**src/rtl/neuron_sched.sv**
```systemverilog
// Round-robin scheduler sharing one digital neuron among NREQ requesters (CK1 domain).
// Optional settle check (second Q sample, RES_ERR output) under `define NEURON_SCHED_SETTLE_CHECK_EN.
module neuron_sched #(
  parameter int NREQ        = 4,
  parameter int EVAL_CYCLES = 2,
  localparam int IDW        = $clog2(NREQ)
) (
  input  logic                 CK1,
  input  logic                 RST,
  input  logic [NREQ-1:0]      REQ,
  input  logic [64*NREQ-1:0]   REQ_D,
  output logic [NREQ-1:0]      GNT,
  output logic [7:0]           D0,
  output logic [7:0]           D1,
  output logic [7:0]           D2,
  output logic [7:0]           D3,
  output logic [7:0]           D4,
  output logic [7:0]           D5,
  output logic [7:0]           D6,
  output logic [7:0]           D7,
  input  logic [7:0]           Q,
  output logic                 RES_VALID,
  input  logic                 RES_READY,
  output logic [7:0]           RES_Q,
  output logic [IDW-1:0]       RES_ID,
  output logic                 BUSY,
`ifdef NEURON_SCHED_SETTLE_CHECK_EN
  output logic                 RES_ERR,
`endif
  output logic [1:0]           state_dbg_o
);

  // Result handshake: RES_VALID rises together with RES_Q/RES_ID and all three hold
  // until an edge where RES_VALID && RES_READY; the transfer completes on that edge.
  typedef enum logic [1:0] {S_IDLE = 2'd0, S_EVAL = 2'd1, S_RESP = 2'd2} state_t;

  localparam int CNTW = $clog2(EVAL_CYCLES + 1);

  state_t           state_q, state_d;
  logic [IDW-1:0]   ptr_q, ptr_d;
  logic [IDW-1:0]   win_q, win_d;
  logic [IDW-1:0]   resid_q, resid_d;
  logic [CNTW-1:0]  cnt_q, cnt_d;
  logic [63:0]      din_q, din_d;
  logic [NREQ-1:0]  gnt_q, gnt_d;
  logic             vld_q, vld_d;
  logic             busy_q, busy_d;
  logic [7:0]       resq_q, resq_d;
  logic             found;
  logic [IDW-1:0]   pick;

`ifdef NEURON_SCHED_SETTLE_CHECK_EN
  logic [7:0]       early_q, early_d;
  logic             err_q, err_d;

  if (EVAL_CYCLES < 2) begin : g_bad_eval
    $error("neuron_sched: settle check needs EVAL_CYCLES >= 2");
  end
`endif

  function automatic logic [IDW-1:0] rr_idx(input logic [IDW-1:0] base, input int k);
    int s;
    s = int'(base) + k;
    if (s >= NREQ) s = s - NREQ;
    return IDW'(s);
  endfunction

  // First set request bit at or after ptr, wrapping.
  always_comb begin
    found = 1'b0;
    pick  = '0;
    for (int k = 0; k < NREQ; k++) begin
      if (!found && REQ[rr_idx(ptr_q, k)]) begin
        found = 1'b1;
        pick  = rr_idx(ptr_q, k);
      end
    end
  end

  always_comb begin
    state_d = state_q;
    ptr_d   = ptr_q;
    win_d   = win_q;
    cnt_d   = cnt_q;
    din_d   = din_q;
    gnt_d   = '0;
    vld_d   = vld_q;
    resq_d  = resq_q;
    resid_d = resid_q;
`ifdef NEURON_SCHED_SETTLE_CHECK_EN
    early_d = early_q;
    err_d   = err_q;
`endif
    case (state_q)
      S_IDLE: begin
        if (found) begin
          din_d       = REQ_D[int'(pick)*64 +: 64];
          gnt_d[pick] = 1'b1;
          win_d       = pick;
          cnt_d       = CNTW'(EVAL_CYCLES);
          state_d     = S_EVAL;
        end
      end
      S_EVAL: begin
        cnt_d = cnt_q - 1'b1;
`ifdef NEURON_SCHED_SETTLE_CHECK_EN
        if (cnt_q == CNTW'(2)) early_d = Q;
`endif
        if (cnt_q == CNTW'(1)) begin
          resq_d  = Q;
          resid_d = win_q;
          vld_d   = 1'b1;
          state_d = S_RESP;
`ifdef NEURON_SCHED_SETTLE_CHECK_EN
          err_d   = (early_q != Q);
`endif
        end
      end
      S_RESP: begin
        if (RES_READY) begin
          vld_d   = 1'b0;
          ptr_d   = (win_q == IDW'(NREQ - 1)) ? '0 : win_q + 1'b1;
          state_d = S_IDLE;
        end
      end
      default: state_d = S_IDLE;
    endcase
    busy_d = (state_d != S_IDLE);
  end

  always_ff @(posedge CK1 or posedge RST) begin
    if (RST) begin
      state_q <= S_IDLE;
      ptr_q   <= '0;
      win_q   <= '0;
      cnt_q   <= '0;
      din_q   <= '0;
      gnt_q   <= '0;
      vld_q   <= 1'b0;
      resq_q  <= '0;
      resid_q <= '0;
      busy_q  <= 1'b0;
`ifdef NEURON_SCHED_SETTLE_CHECK_EN
      early_q <= '0;
      err_q   <= 1'b0;
`endif
    end else begin
      state_q <= state_d;
      ptr_q   <= ptr_d;
      win_q   <= win_d;
      cnt_q   <= cnt_d;
      din_q   <= din_d;
      gnt_q   <= gnt_d;
      vld_q   <= vld_d;
      resq_q  <= resq_d;
      resid_q <= resid_d;
      busy_q  <= busy_d;
`ifdef NEURON_SCHED_SETTLE_CHECK_EN
      early_q <= early_d;
      err_q   <= err_d;
`endif
    end
  end

  assign GNT         = gnt_q;
  assign D0          = din_q[7:0];
  assign D1          = din_q[15:8];
  assign D2          = din_q[23:16];
  assign D3          = din_q[31:24];
  assign D4          = din_q[39:32];
  assign D5          = din_q[47:40];
  assign D6          = din_q[55:48];
  assign D7          = din_q[63:56];
  assign RES_VALID   = vld_q;
  assign RES_Q       = resq_q;
  assign RES_ID      = resid_q;
  assign BUSY        = busy_q;
  assign state_dbg_o = state_q;
`ifdef NEURON_SCHED_SETTLE_CHECK_EN
  assign RES_ERR     = err_q;
`endif

endmodule

```
**config.mk**
```make
export PLATFORM = sky130hd
export DESIGN_NAME = neuron_sched
export DESIGN_NICKNAME = d
export VERILOG_FILES = /design/src/rtl/neuron_sched.sv
export SDC_FILE = /design/constraint.sdc
export NUM_CORES = 1
export LEC_CHECK = 0
export CAP_MARGIN = 0
export CELL_PAD_IN_SITES_DETAIL_PLACEMENT = 1
export CELL_PAD_IN_SITES_GLOBAL_PLACEMENT = 2
export CORE_ASPECT_RATIO = 1.5
export CORE_MARGIN = 5
export CORE_UTILIZATION = 19
export DETAILED_ROUTE_END_ITERATION = 8
export GPL_TIMING_DRIVEN = 0
export HOLD_SLACK_MARGIN = 0.06
export PLACE_DENSITY = 0.78
export SETUP_SLACK_MARGIN = 0.4
export SKIP_CTS_REPAIR_TIMING = 1
export SLEW_MARGIN = 20
export SYNTH_ARGS = -nofsm -noshare
export SYNTH_HDL_FRONTEND = slang
export SYNTH_SLANG_ARGS = --single-unit
```
**constraint.sdc**
```tcl
create_clock -name CK1 -period 2.9 [get_ports CK1]
set_input_delay 0.29 -clock CK1 [delete_from_list [all_inputs] [get_ports CK1]]
set_output_delay 0.29 -clock CK1 [all_outputs]
set_load 0.02 [all_outputs]
```
---- After elaboration in Yosys (flattened, before gate mapping) ----
Index checks and enable logic that the tools add are counted.
word-level totals
  flip-flop bits (word level) ............. 88
  bits of input ports ..................... 271
  output and inout port bits .............. 82
  word-level logic and storage cells ...... 87
cells by class
  add/subtract/negate cells ............... 9
  order comparisons ....................... 10
  eq/ne operators ......................... 7
  shift operators ......................... 1
  mux-type cells .......................... 34
  reductions and logical operators ........ 16
operators with widths
  cell                 count
  $shiftx 256x9->64    1
  $mux 2               13
  $lt 2x3->1 const B   5
  $mux 1               11
  $sub 2x1->2 const B  5
  $ge 3x3->1 const B   3
  $bmux 1 s2           4
  $mux 4               2
  $reduce_and 2->1     4
  $add 2x2->3 const B  2
  $ne 2x2->1 const B   3
  $pmux 2 s3           1
  $reduce_bool 2->1    3
  $eq 2x1->1 const B   2
  $eq 2x2->1 const B   2
  $logic_and 1x1->1    4
  $pmux 2 s2           1
  $add 2x1->3 const B  1
  $ge 2x3->1 const B   1
  $logic_not 1->1      3
  $reduce_and 3->1     1
  $add 2x1->2 const B  1
  $demux 1 s2          1
  $ge 2x1->1 const B   1
  other kinds (2)      2

---- Depth between registers and ports, before layout ----
Gate-level depths: netlist of the first run.
  depth after elaboration ................. 20
  mapped depth ............................ 7
  gate-level depth less buffers ........... 4

---- Worst setup path after synthesis of the first run ----
OpenSTA, ideal clock, no wires.
  kind .................................... input-to-reg
  start point ............................. in REQ[3]
  end point ............................... reg win_q[0]
  setup time .............................. 0.125 ns
  data arrival time ....................... 1.524 ns
  required time ........................... 2.775 ns
  slack ................................... 1.251 ns
  stages .................................. 5
  buffers on the path ..................... 2
  cell sequence ........................... buf_2 or4_4 and2_4 buf_6 mux2_4
on the way
  longest elaborated chain between the ends .. 13
  elaborated cells between the ends (all ways) .. 23
  classes of those cells .................. mux: 16; reduce/logical: 7
RTL lines
  item                          RTL line  RTL
  start: declaration            10        input logic [NREQ-1:0] REQ,
  $bmux 1 s2                    73        if (!found && REQ[rr_idx(ptr_q, k)]) begin
  $mux 1 (implied by the code)  73
  $mux 1                        73
  $logic_not 1->1               73
  $logic_and 1x1->1             73
  $mux 1                        73
  $logic_not 1->1               73
  $logic_and 1x1->1             73
  $mux 1                        73
  $logic_not 1->1               73
  $logic_and 1x1->1             73
  $mux 1                        73
  $reduce_and 2->1 (no line)    -
  end signal: assignment        150       win_q <= win_d;
  end: declaration              41        logic [IDW-1:0] win_q, win_d;
Several ways; a longest one is shown, not always the timed one. The select of a mux whose other input is x is not followed.
A chain may end at the register's enable or synchronous reset.

---- Final worst setup path of the first run ----
  start point ............................. reg ptr_q[1]
  end point ............................... reg din_q[30]
on the way
  longest elaborated chain between the ends .. 15
  elaborated cells between the ends (all ways) .. 39
  classes of those cells .................. add/sub: 7; order compare: 4; shift: 1; mux: 20; reduce/logical: 7
RTL lines
  item                                                                  RTL line  RTL
  start: declaration                                                    40        logic [IDW-1:0] ptr_q, ptr_d;
  start signal: assignment                                              149       ptr_q <= ptr_d;
  parallel branches: the longest is 15 deep, another holds $add 2x1->3  -
  end signal: assignment                                                152       din_q <= din_d;
  end: declaration                                                      44        logic [63:0] din_q, din_d;
Several ways; the timed one is not identified. The select of a mux whose other input is x is not followed.

==> flow_metrics.tcl, run 1 <==
set metrics [dict create \
    finalMaxSlewViolations 0 \
    synth_area_leaders "dfrtp_1, a41oi_1, a22oi_1" \
    fill_cells 3159 \
    final.period_utilization_pct 77.48 \
    syn2layout_area_growth_pct 81.91 \
    ys.flop_type "dfrtp_1" \
    instances_no_fill 1266 \
    final_antenna_net_count 0 \
    synth_area_per_cell_um2 9.407 \
    yosysMostFrequentCell "dfrtp_1" \
    synth_edf_count 0 \
    cts.sinks 88 \
    num_io_pins 353 \
    vias 6310 \
    drc 0 \
    p_per_area_nw_per_um2 961.0 \
    clk_path_buf_depth 2 \
    dieArea_um2 31010 \
    grt_pass1_wl_um 43410 \
    synth_area_um2 5230 \
    final_util_pct 34.95 \
    rrSetupSlack_ns 0.65 \
    place_inst 1249 \
    max_cap_violations 0 \
    cts_tree "done" \
    crit_path_max_fanout 10 \
    rsz0062_at_grt "no" \
    via_per_inst 4.984 \
    fin_tns_setup_ns 0 \
    grt_max_degree 29 \
    reg2reg_from "ptr_q[1]" \
    timing.rr.end "din_q[30]" \
    path_clk_slew_ns 0.08 \
    fp.dieW_um 145.5 \
    grt_use_total_pct 18.16 \
    ys_types 39 \
    relSlewSlack_pct 49.75 \
    outcome "complete, no violations" \
    timing.final.hold_violations 0 \
    start_kind "register" \
    max_slew.worst_pin.slew_ns 0.7537 \
    syn_inst 556 \
    gp_congestion 0.7741 \
    drt_iter0_markers 272 \
    setup_viol 0 \
    synth_common_cells "dfrtp_1, nor2_1, a31oi_1" \
    synth_top_area_share_pct 42.11 \
    clock_latency_ns 0.37 \
    rr_worst_depth 7 \
    cp.required_ns 3.18 \
    criticalPathCategory "reg2reg" \
    core_um2 27220 \
    skew_ns 0.01006 \
    rows 74 \
    finalInstanceArea_um2 9514 \
    async_flop_share_pct 100.0 \
    cts_buffers 9 \
    drtPass1Iterations 5 \
    period_needed_ns 2.247 \
    ys_warn_count 0 \
    post_route_cells_drive_above_1_share_pct 7.042 \
    synth_seq_cells 88 \
    p_leak_nw 3.410 \
    finalWirelength_um 29510 \
    antenna_found_initial 1 \
    cts_htree_levels 3 \
    synth_area_leader_cell "dfrtp_1" \
    dpl-instance-area_um2 9205 \
    clock.fmax_mhz 445.0 \
    nNetsFinal 1191 \
    cts-root-buf "clkbuf_16" \
    cp.arrival_ns 2.53 \
    grt_pass1_vias 7049 \
    min_path_type "in2async" \
    grt-ovfl-total 0 \
    max-vdd-ir-drop_uv 442.6 \
    cp-end-kind "register" \
    syn_nets 829 \
    die_h_um 213.2 \
    wire_per_inst_um 23.31 \
    dpl.hpwl_um 23140 \
    port_buffers 348 \
    seq_area_frac_synth_pct 42.11 \
    initial_core_util_pct 19.21 \
]
## flip-flops by register name (all words and copies together) (netlist names)
| signal | cells |
|---|---|
| RES_ID | 2 |
| state_dbg_o | 2 |
| BUSY | 1 |
| win_q | 2 |
| cnt_q | 2 |
| RES_Q | 8 |
| GNT | 4 |
| RES_VALID | 1 |
| ptr_q | 2 |
| din_q | 64 |
## worst max path at each step
stage	startpoint	to	slack, ns	depth (start not counted)
detailed placement	REQ[3]	din_q[30]	0.68	7
CTS	ptr_q[1]	din_q[30]	0.64	7
finish	ptr_q[1]	din_q[30]	0.65	7
global placement	RST	din_q[44]	0.35	2
floorplan	REQ[3]	win_q[0]	1.25	5
global route	ptr_q[1]	din_q[50]	0.57	7
## power by group
group          internal [W]  switching, W  leakage (nW)  total (W)
Sequential          0.00186      0.000362          1.01    0.00222
Combinational       0.00245       0.00319          2.25    0.00564
Clock              0.000697      0.000588         0.145    0.00128
## layout make-up
cell class	count	area, um^2	area share, %
repair buffers	351	3543	37.24
plain buffers	75	364.1	3.827
clock inverters	6	67.56	0.7102
diodes	1	2.502	0.02630
inverters	4	18.77	0.1973
well taps	342	427.9	4.498
clock buffers	10	239.0	2.512
multi-input cells	389	2649	27.84
flip-flops and latches	88	2202	23.15
## per-stage QoR
stage,hold slack [ns],total power [W],setup slack (ns)
floorplan,0.4406,0.005286,1.251
CTS,0.2725,0.009272,0.6397
global route,0.2997,0.009726,0.5655
detailed placement,0.4975,0.007955,0.6837
finish,0.2820,0.009143,0.6530
global placement,0.4888,0.007858,0.3465
## per-layer routing
layer	vias to the layer above	part of all wire, %	global-route usage [%]
met4	0	2.3	6.405
li1	2970	-	-
met3	34	4.8	3.482
met1	3088	37	20.08
met2	218	55	34.52
met5	-	0	0
## kinds of logic after synthesis
| logic type | synth area share [%] |
|---|---|
| AOI/OAI and AO/OA | 39.64 |
| and+or+nand+nor | 7.871 |
| DFF | 42.11 |
| buffers and inverters | 7.249 |
| muxes | 2.655 |
| adders and majority gates | 0.4784 |
## placed cells by master (no fill, tap or decap), types with 2 or more instances in the layout
cell type          n
a21oi_1            5
a22oi_1           64
a31oi_1           65
a41oi_1           64
and2_1             2
buf_1             12
buf_12             3
buf_2             18
buf_4              4
buf_6              6
clkbuf_1          35
clkbuf_16          9
clkdlybuf4s50_1  348
clkinvlp_4         3
dfrtp_1           88
ha_1               2
inv_1              3
mux2_2            11
nand2_1            7
nand2b_1           2
nand3_1            2
nor2_1            72
nor2b_1            2
nor3_1             2
o211ai_1          64
o21a_1             2
o21ai_0            7
## worst max-delay path, cell delays in order, from the launching register on
cell and delay (ns):
dfrtp_1 0.44, buf_4 0.20, o21ai_0 0.08, a211o_1 0.15, buf_2 0.33, buf_1 0.51, a22oi_1 0.21, a31oi_1 0.22
No activity file was read; power rests on OpenSTA's default activity.
==> run 2: changes to the inputs <==
CORE_UTILIZATION = 17   (was 19)
PLACE_DENSITY = 0.74   (was 0.78)
clock period = 2 ns   (was 2.9 ns; I/O delays follow)
==> flow_metrics.tcl, run 2 (same netlist as run 1, synthesis figures left out) <==
set metrics [dict create \
    outcome "complete, no violations" \
    start_kind "register" \
    path_cells "buf_6, o21ai_2, a211o_1, buf_12, buf_12, a22oi_2, a31oi_1" \
    rsz0062_at_grt "yes" \
    max-vdd-ir-drop_uv 415.3 \
    final.period_utilization_pct 87.16 \
    grt-ovfl-total 0 \
    criticalPathCategory "reg2reg" \
    syn2layout_area_growth_pct 104.1 \
    skew_ns 0.01129 \
    mostFrequentLayoutCells "clkdlybuf4s50_1, dfrtp_1, nor2_1, a31oi_1, o211ai_1" \
    clock_latency_ns 0.37 \
    dpl-instance-area_um2 9278 \
    critPathMaxStageDelay_ns 0.43 \
    path_clk_slew_ns 0.08 \
    post_route_cells_drive_above_1_share_pct 21.62 \
    drtPass1Iterations 4 \
    grt_busiest_layer "met2" \
    clk_path_buf_depth 2 \
    cts_tree "done" \
    final_antenna_net_count 0 \
    die_h_um 224.8 \
    initial_core_util_pct 17.23 \
    vias 6404 \
    slowest_stage "dfrtp_2" \
    relSlewSlack_pct 51.47 \
    dp_slack_ns -0.1893 \
    max_slew.worst_pin.slew_ns 0.7279 \
    period_needed_ns 1.743 \
    min_path_type "in2async" \
    met1_usage_pct 18.53 \
    instances_no_fill 1340 \
    grt_pass1_wl_um 44740 \
    p_leak_nw 4.005 \
    core_um2 30350 \
    grt_pass1_vias 6928 \
    regMostFlops "din_q" \
    port_buffers 348 \
    finalMaxSlewViolations 0 \
    grtUsageMet3_pct 3.869 \
    place_inst 1307 \
    setup_viol 0 \
    finalPower_w 0.01461 \
    timing.final.hold_violations 0 \
    finalInstanceArea_um2 10670 \
    drt_iter0_markers 232 \
    cts_htree_levels 3 \
    largest_register_ffs 64 \
    dieArea_um2 34440 \
    use_met2_pct 32.68 \
    nNetsFinal 1207 \
    num_io_pins 353 \
    cts.sinks 88 \
    layout_setup_ws_ns 0.2568 \
    dpl.hpwl_um 24090 \
    p_per_area_nw_per_um2 1369 \
    drc 0 \
    cpMostUsedCell "buf_12" \
    final_common_cell "clkdlybuf4s50_1" \
    fin_tns_setup_ns 0 \
    cp-end-kind "register" \
    via_per_inst 4.779 \
    grt_use_total_pct 17.06 \
    max_cap_violations 0 \
    cp.required_ns 2.24 \
    cp.arrival_ns 1.98 \
    antenna_found_initial 2 \
    cts-root-buf "clkbuf_16" \
    finalWirelength_um 31650 \
    gp_congestion 0.8350 \
    cts_buffers 9 \
    rows 78 \
    wire_per_inst_um 23.62 \
    clock.fmax_mhz 573.6 \
    grt_max_degree 29 \
    crit_path_max_fanout 10 \
    fp.dieW_um 153.2 \
]
run 2: cell type report:
type	instances	area (um^2)
tap	400	500.5
timing repair buffer	367	3846
fill	3382	19680
sequential	88	2205
multi-input combinational	389	3147
clock inverter	7	72.57
inverter	4	18.77
antenna	1	2.502
clock buffer	9	225.2
buffer	75	656.9
run 2: critical path, delay by kind of cell (launching register included):
| kind | cells | cell delay (ns) |
|---|---|---|
| DFF | 1 | 0.43 |
| buffers and inverters | 3 | 0.50 |
| AOI/OAI and AO/OA | 4 | 0.65 |
run 2: per-stage QoR:
step | util [%] | hold slack [ns]
global route | 35.17 | 0.1453
CTS | 31.55 | 0.1071
global placement | 30.37 | 0.4811
finish | 35.17 | 0.1273
floorplan | - | 0.3506
detailed placement | 30.57 | 0.4975
run 2: path summary, 6_finish.rpt:
kind / startpoint / to / slack [ns] / cells past startpoint
min in group CK1: REQ[2] / GNT[2] / 0.20 / 3
min: RST / RES_Q[2] / 0.13 / 2
max: ptr_q[1] / din_q[29] / 0.26 / 7
max in group asynchronous: RST / din_q[29] / 1.20 / 4
max reg2reg: ptr_q[1] / din_q[29] / 0.26 / 7
min reg2reg: RES_Q[0] / RES_Q[0] / 0.51 / 1
run 2: power by group:
group | switching, W | leakage, nW | internal, W | total (W)
Sequential | 0.000511 | 1.01 | 0.00269 | 0.00321
Clock | 0.000837 | 0.141 | 0.000970 | 0.00181
Combinational | 0.00515 | 2.86 | 0.00445 | 0.00960
run 2: per-layer routing:
metal / wire length, um / part of all wire, %
met5: 13 / 0.041
met4: 565 / 1.8
met3: 1586 / 5.0
met2: 17610 / 56
met1: 11880 / 38
==> run 3: changes to the inputs <==
PLACE_DENSITY = unset   (was 0.74)
PLACE_DENSITY_LB_ADDON = 0.1   (was unset)
==> flow_metrics.tcl, run 3 (same netlist as run 1, synthesis figures left out) <==
set metrics [dict create \
    period_needed_ns 1.728 \
    die_h_um 224.8 \
    place_inst 1307 \
    finalWirelength_um 31070 \
    rows 78 \
    setup_viol 0 \
    relSlewSlack_pct 49.99 \
    final_antenna_net_count 0 \
    grt_use_total_pct 17.32 \
    gp_congestion 0.7414 \
    final.period_utilization_pct 86.38 \
    max_slew.worst_pin.slew_ns 0.7502 \
    via_per_inst 4.737 \
    dpl.hpwl_um 24100 \
    drt_iter0_markers 182 \
    mostFrequentLayoutCells "clkdlybuf4s50_1, dfrtp_1, nor2_1, a31oi_1, o211ai_1" \
    cp.arrival_ns 1.97 \
    clock_latency_ns 0.37 \
    finalMaxSlewViolations 0 \
    post_route_cells_drive_above_1_share_pct 15.33 \
    nNetsFinal 1194 \
    start_kind "register" \
    min_path_type "in2async" \
    finalHoldWorstSlack_ns 0.2026 \
    core_um2 30350 \
    grt_pass1_wl_um 45290 \
    cp-end-kind "register" \
    initial_core_util_pct 17.23 \
    cp.required_ns 2.24 \
    outcome "complete, no violations" \
    cpMostUsedCell "buf_6" \
    slowest_stage "dfrtp_2" \
    p_per_area_nw_per_um2 1382 \
    clk_path_buf_depth 2 \
    final_common_cell "clkdlybuf4s50_1" \
    p_leak_nw 3.580 \
    criticalPathCategory "reg2reg" \
    port_buffers 348 \
    path_clk_slew_ns 0.07 \
    syn2layout_area_growth_pct 91.22 \
    critPathMaxStageDelay_ns 0.42 \
    cts_buffers 9 \
    cts.sinks 88 \
    grt_max_degree 27 \
    max_cap_violations 0 \
    antenna_found_initial 4 \
    vias 6295 \
    regMostFlops "din_q" \
    crit_family "compound AO/OA/AOI/OAI gates" \
    skew_ns 0.007589 \
    cts_htree_levels 3 \
    rsz0062_at_grt "yes" \
    drtPass1Iterations 4 \
    max-vdd-ir-drop_uv 404.6 \
    cts-root-buf "clkbuf_16" \
    fp.dieW_um 153.2 \
    path_cells "buf_6, o21ai_0, a211o_1, buf_6, buf_6, a22oi_2, a31oi_1" \
    timing.final.hold_violations 0 \
    cts_tree "done" \
    drc 0 \
    instances_no_fill 1329 \
    critPathBufInv 3 \
    num_io_pins 353 \
    wire_per_inst_um 23.38 \
    crit_path_max_fanout 10 \
    largest_register_ffs 64 \
    dieArea_um2 34440 \
    grt-ovfl-total 0 \
    grt_pass1_vias 7165 \
    clock.fmax_mhz 578.8 \
]
[run 3: cell count changes in the layout (fill, tap and decap cells not counted), moves of 5 or more]
cell,before,now
clkdlybuf4s50_1,315,347
dlymetal6s2s_1,33,1
a22oi_1,5,30
a22oi_2,59,34
a41oi_1,42,60
a41oi_2,21,4
buf_2,10,18
buf_12,11,4
buf_4,17,11
clkbuf_16,14,9
[run 3: worst reg2reg max path: cells and delay by family (launching register included)]
kind                   cells  cell delay, ns
buffers and inverters      3            0.47
AOI/OAI and AO/OA          4            0.70
DFF                        1            0.42
[run 3: metal layers]
metal	share of wire [%]	wire length (um)	track usage, %	vias up
li1	-	-	-	2978
met1	37	11360	18.29	3080
met2	55	17130	32.76	202
met3	5.8	1800	4.639	33
met4	2.5	774	6.299	2
met5	0.026	8	0	-
[run 3: metrics by stage]
step	total power (W)	setup TNS (ns)	utilization [%]	instance area (um^2)	setup WS, ns
2_1_floorplan	0.007665	0	-	5234	0.4386
3_3_place_gp	0.01158	-57.47	30.37	9218	-0.6188
3_5_place_dp	0.01164	-5.534	30.57	9278	-0.2142
4_1_cts	0.01357	-7.019	31.56	9580	-0.2516
5_1_grt	0.01480	0	32.95	10000	0.1840
6_report	0.01382	0	32.95	10000	0.2724
[run 3: layout make-up]
| class | instances | area [um^2] |
|---|---|---|
| tap | 400 | 500.5 |
| clock buffer | 9 | 225.2 |
| clock inverter | 7 | 77.57 |
| multi-input combinational | 389 | 2861 |
| sequential | 88 | 2205 |
| inverter | 4 | 18.77 |
| antenna | 3 | 7.507 |
| timing repair buffer | 354 | 3578 |
| buffer | 75 | 526.8 |
| fill | 3469 | 20350 |
[run 3: final timing paths]
path	from	to	slack, ns	cells past startpoint
max in group asynchronous	RST	din_q[27]	1.10	4
min reg2reg	RES_Q[2]	RES_Q[2]	0.51	1
max reg2reg	ptr_q[1]	din_q[40]	0.27	7
min	RST	din_q[6]	0.20	2
max	ptr_q[1]	din_q[40]	0.27	7
min in group CK1	REQ[2]	GNT[2]	0.27	3
[run 3: power breakdown]
part	total (W)	internal, W	leakage, nW	switching (W)
sequential	0.00321	0.00269	1.01	0.000513
clock	0.00187	0.000982	0.146	0.000884
combinational	0.00875	0.00395	2.43	0.00480
total	0.0138	0.00762	3.58	0.00620
